### config.mk
export PLATFORM = sky130hd
export DESIGN_NAME = piso_serializer
export DESIGN_NICKNAME = d
export VERILOG_FILES = /design/src/rtl/piso_serializer.sv
export SDC_FILE = /design/constraint.sdc
export NUM_CORES = 1
export LEC_CHECK = 0
export ABC_CLOCK_PERIOD_IN_PS = 1190
export CELL_PAD_IN_SITES_DETAIL_PLACEMENT = 0
export CELL_PAD_IN_SITES_GLOBAL_PLACEMENT = 1
export CORE_MARGIN = 3
export CORE_UTILIZATION = 34
export DETAILED_ROUTE_END_ITERATION = 7
export GPL_TIMING_DRIVEN = 0
export PLACE_DENSITY_LB_ADDON = 0.1
export SLEW_MARGIN = 10
export SYNTH_ARGS = -nofsm -noshare
export SYNTH_HDL_FRONTEND = slang
export SYNTH_SLANG_ARGS = --single-unit
### constraint.sdc
create_clock -name clk -period 1.19 [get_ports clk]
set_input_delay 0.119 -clock clk [delete_from_list [all_inputs] [get_ports clk]]
set_output_delay 0.119 -clock clk [all_outputs]
set_load 0.05 [all_outputs]
### src/rtl/piso_serializer.sv
// Parallel-in / serial-out frame serializer.
// Accepts a WIDTH-bit word on load & ready and shifts it out one bit per clock,
// flagging the first (sof) and last (eof) bit of each frame, with an optional
// trailing parity bit. A word offered during the eof cycle chains into the next
// frame with no idle cycle.
module piso_serializer #(
    parameter int unsigned WIDTH      = 8,
    parameter bit          MSB_FIRST  = 1'b1,
    parameter bit          PARITY_EN  = 1'b0,
    parameter bit          PARITY_ODD = 1'b0
) (
    input  logic             clk,
    input  logic             reset,
    input  logic             load,
    input  logic [WIDTH-1:0] pdata,
    output logic             ready,
    output logic             sout,
    output logic             sout_valid,
    output logic             sof,
    output logic             eof,
    output logic             busy
);

    localparam int unsigned FrameLen = WIDTH + (PARITY_EN ? 1 : 0);
    localparam int unsigned CntW     = $clog2(FrameLen);

    typedef enum logic [0:0] {StIdle, StShift} state_e;

    state_e             state_q, state_d;
    // Holds the bits still to be sent, aligned so the next bit sits at the
    // transmit end (MSB for MSB_FIRST, LSB otherwise).
    logic [WIDTH-1:0]   shift_q, shift_d;
    // Number of frame bits remaining after the one currently on sout.
    logic [CntW-1:0]    cnt_q, cnt_d;
    logic               parity_q, parity_d;
    logic               sout_q, sout_d;
    logic               valid_q, valid_d;
    logic               sof_q, sof_d;
    logic               eof_q, eof_d;
    logic               accept;

    // Ready depends only on registered state, never on load.
    always_comb begin
        ready  = (state_q == StIdle) | ((state_q == StShift) & eof_q);
        accept = load & ready;
    end

    // Next-state and output-register logic for the IDLE/SHIFT frame machine.
    always_comb begin
        state_d  = state_q;
        shift_d  = shift_q;
        cnt_d    = cnt_q;
        parity_d = parity_q;
        sout_d   = sout_q;
        valid_d  = valid_q;
        sof_d    = sof_q;
        eof_d    = eof_q;

        if (accept) begin
            state_d  = StShift;
            parity_d = (^pdata) ^ PARITY_ODD;
            cnt_d    = CntW'(FrameLen - 1);
            valid_d  = 1'b1;
            sof_d    = 1'b1;
            eof_d    = (FrameLen == 1);
            // First bit goes straight to sout; the remainder is pre-shifted.
            if (MSB_FIRST) begin
                sout_d  = pdata[WIDTH-1];
                shift_d = {pdata[WIDTH-2:0], 1'b0};
            end else begin
                sout_d  = pdata[0];
                shift_d = {1'b0, pdata[WIDTH-1:1]};
            end
        end else if (state_q == StShift) begin
            if (eof_q) begin
                state_d = StIdle;
                shift_d = '0;
                cnt_d   = '0;
                sout_d  = 1'b0;
                valid_d = 1'b0;
                sof_d   = 1'b0;
                eof_d   = 1'b0;
            end else begin
                cnt_d = cnt_q - CntW'(1);
                sof_d = 1'b0;
                eof_d = (cnt_q == CntW'(1));
                if (PARITY_EN && (cnt_q == CntW'(1))) begin
                    sout_d = parity_q;
                end else if (MSB_FIRST) begin
                    sout_d  = shift_q[WIDTH-1];
                    shift_d = {shift_q[WIDTH-2:0], 1'b0};
                end else begin
                    sout_d  = shift_q[0];
                    shift_d = {1'b0, shift_q[WIDTH-1:1]};
                end
            end
        end
    end

    // State and output registers; reset aborts any frame in flight.
    always_ff @(posedge clk or posedge reset) begin
        if (reset) begin
            state_q  <= StIdle;
            shift_q  <= '0;
            cnt_q    <= '0;
            parity_q <= 1'b0;
            sout_q   <= 1'b0;
            valid_q  <= 1'b0;
            sof_q    <= 1'b0;
            eof_q    <= 1'b0;
        end else begin
            state_q  <= state_d;
            shift_q  <= shift_d;
            cnt_q    <= cnt_d;
            parity_q <= parity_d;
            sout_q   <= sout_d;
            valid_q  <= valid_d;
            sof_q    <= sof_d;
            eof_q    <= eof_d;
        end
    end

    // Registered outputs; busy mirrors sout_valid.
    always_comb begin
        sout       = sout_q;
        sout_valid = valid_q;
        sof        = sof_q;
        eof        = eof_q;
        busy       = valid_q;
    end

endmodule

==> results of run 1 <==
worst max-delay path: stages, from the launching register on:
cell     delay, ns
dfrtp_2       0.42
and2b_2       0.29
inv_8         0.04
buf_8         0.14
cell families after synthesis:
kind of cell,after synthesis
compound gates,24
flops,15
simple gates,11
buf+inv,10
mux,8
fa+ha+maj,2
xor+xnor,1
path summary, 6_finish.rpt:
| path | startpoint | endpoint | slack [ns] | depth (start not counted) |
|---|---|---|---|---|
| max reg2reg | eof$_DFFE_PP0P_ | busy$_DFFE_PP0P_ | 0.03 | 5 |
| max | eof$_DFFE_PP0P_ | ready | -0.10 | 3 |
| min | reset | shift_q[3]$_DFFE_PP0P_ | 0.18 | 2 |
| min in group clk | pdata[0] | shift_q[1]$_DFFE_PP0P_ | 0.44 | 3 |
| min reg2reg | shift_q[2]$_DFFE_PP0P_ | shift_q[3]$_DFFE_PP0P_ | 0.51 | 2 |
| max in group asynchronous | reset | state_q$_DFF_PP0_ | 0.59 | 2 |
cell type report:
type	count	area, sq um	share of cell area (%)
timing repair buffer	22	208	19.6
multi-input combinational	46	359	33.9
tap	27	33.8	3.19
buffer	5	30.0	2.84
inverter	4	22.5	2.13
clock buffer	3	22.5	2.13
sequential	15	378	35.7
clock inverter	1	5.00	0.473
sequential cells by signal (all words and copies together), names as in the netlist:
register / count
state_q: 1
shift_q: 7
busy: 1
sout: 1
eof: 1
sof: 1
cnt_q: 3
layout by cell type, fill, tap and decap left out, types with 2 or more instances in the layout:
cell type	synthesis	layout
a32oi_1	7	7
nor2b_1	2	2
dfrtp_2	0	2
clkdlybuf4s50_1	0	10
clkbuf_4	0	3
o21ai_1	10	10
dfrtp_1	15	13
inv_2	0	2
mux2i_1	8	8
clkdlybuf4s15_2	0	2
nor2_1	2	2
buf_4	2	8
buf_2	1	4
a21oi_1	3	2
buf_8	0	2
nand2_1	2	2
power by group through the flow:
stage / Sequential, mW / Clock, mW / Combinational, mW
finish: 0.839 / 0.297 / 1.55
global route: 0.864 / 0.330 / 1.70
CTS: 0.835 / 0.311 / 1.48
detailed placement: 0.867 / 0 / 1.36
global placement: 0.861 / 0 / 1.34
floorplan: 1.01 / 0 / 0.837
metrics by stage:
step | utilization (%) | cell area (sq um) | worst slack, ns | hold slack [ns] | std cells
5_1_grt | 51.3 | 1060 | -0.138 | 0.231 | 123
4_1_cts | 50.5 | 1040 | -0.124 | 0.192 | 122
6_report | 51.3 | 1060 | -0.102 | 0.182 | 123
3_5_place_dp | 47.2 | 973 | -0.572 | 0.488 | 114
2_1_floorplan | - | 779 | -0.106 | 0.0204 | 71
3_3_place_gp | 47.2 | 973 | -0.579 | 0.476 | 114
per-layer routing:
layer | up-vias | GRT usage (%) | part of all wire [%]
met5 | - | 0 | 0
met4 | 0 | 7.66 | 0.78
met3 | 2 | 1.66 | 5.0
met2 | 15 | 22.8 | 44
met1 | 312 | 17.8 | 50
li1 | 308 | - | -
repair_timing:
action / CTS / global route
hold endpoints to repair: 0 / 0
endpoints found under the setup margin: 7 / 16
resized for setup: 27 / 13
setup buffers: 4 / 2
pin swaps: 1 / 1
==> impl_metrics.csv, run 1 <==
group,metric,value,unit
run_status,status,"finished, violations left",
run_status,violations,"setup timing",
final_layout,syn_to_final_growth,36.5,%
floorplanning,row_count,16,
route,drt_iter0_markers,11,
timing,fin_crit_sh,109,%
logic_synthesis,yosys-top-cells-count,"15 x dfrtp_1, 10 x o21ai_1, 8 x mux2i_1",
timing,period_needed,1.29,ns
global_route,grt_first_pass_wirelength,2810,um
timing,fmax,774,MHz
power,power.share.combinational,57.7,%
global_route,antenna_found_initial,0,
timing,tightest_slew,0.583,ns
logic_synthesis,synth_cell_type_count,25,
timing,setup_tns,-0.102,ns
floorplanning,die_h,53.8,um
logic_synthesis,synth_top_family_by_area,"compound AO/OA/AOI/OAI gates",
power,power,2.69,mW
logic_synthesis,ys.warnings.count,0,
final_layout,fin_nets,110,
clocking,cts_tree,"done",
clocking,root_buffer,"clkbuf_4",
final_layout,insertedDiodeCount,0,
clocking,cts_buffers,3,
timing,hold_violations,0,
setup_path,required,1.07,ns
logic_synthesis,yosys.area_share.simple,8.55,%
logic_synthesis,synth_edf_count,0,
logic_synthesis,synth_seq_cells,15,
route,ant_nets,0,
logic_synthesis,synth-adder-area-share,3.23,%
route,avgViaCountPerCell,5.18,
global_route,grt.overflow.total,0,
placement,numPortBuffers,16,
logic_synthesis,postSynthNetCount,84,
timing,slew_headroom,61.1,%
logic_synthesis,yosysSeqAreaShare,48.4,%
route,drtPass1Iterations,4,
logic_synthesis,synthCells,71,
global_route,grt_max_degree,16,
logic_synthesis,synth-compound-area-share,20.8,%
setup_path,start_kind,"flip-flop",
clocking,cts_buffer_depth,2,
placement,place.gp.congestion,0.702,
floorplanning,dieArea,0.00289,sq mm
setup_path,crit_arrival,1.17,ns
timing,skew,0.00176,ns
power,switchingPower,1.17,mW
logic_synthesis,synth_top_area_share,48.4,%
setup_path,worstSetupEndpointType,"output pin",
final_layout,fill_cells,197,
placement,place_hpwl,1170,um
power,powerDensity,2540,mW/mm^2
logic_synthesis,synth_area_leaders,"dfrtp_1 48%, mux2i_1 10%, a32oi_1 7.9%",
power,p_int,1.52,mW
worst_hold_path,hold_path.class,"in -> async",
logic_synthesis,synth_area,776,sq um
final_layout,layout-drive-gt1-share,32.3,%
power,sw_frac_of_total,43.5,%
clocking,clk_pin_slew,0.09,ns
timing,finalSetupViolCount,1,
route,drc_errors,0,
logic_synthesis,async_reset_ff_share,100,%
global_route,grt_usage,14.0,%
route,wl_per_cell,14.6,um
power,clockPowerShare,11.0,%
global_route,grt_pass1_vias,628,
clocking,cts_hold_buf,0,
floorplanning,start_util,37.6,%
floorplanning,pin_count,17,
logic_synthesis,syn_area_per_cell,10.9,sq um
floorplanning,die_w,53.8,um
clocking,cts-htree-levels,1,
logic_synthesis,yosysMostFrequentCell,"dfrtp_1",
route,totalWireLength,1790,um
power,cellLeakagePower,0.473,nW
setup_path,crit_fanout,3,
clocking,clk_latency,0.28,ns
setup_path,critPathKind,"reg -> out",
logic_synthesis,ys.flop_type,"dfrtp_1",
logic_synthesis,post_synth_xor_area_fraction,1.13,%
power,ir_drop,1.63,mV
logic_synthesis,yosys.area.top_type,"dfrtp_1",
logic_synthesis,muxShareOfSynthArea,10.3,%
route,num_vias,637,
timing,finalMaxSlewViolations,0,
floorplanning,core,0.00206,sq mm
timing,worst_slack,-0.102,ns
power,power.share.sequential,31.2,%
flow_run,maxCapViolCount,0,
timing,rsz0062_at_grt,"yes",
clocking,clock-sinks,15,
(Power assumes the default switching activity.)
==> inputs of run 2 (changes only) <==
- CAP_MARGIN: not set -> 10
- CTS_CLUSTER_DIAMETER: not set -> 80
==> results of run 2 <==
No change in the layout: final DEF, timing and power equal those of run 1.
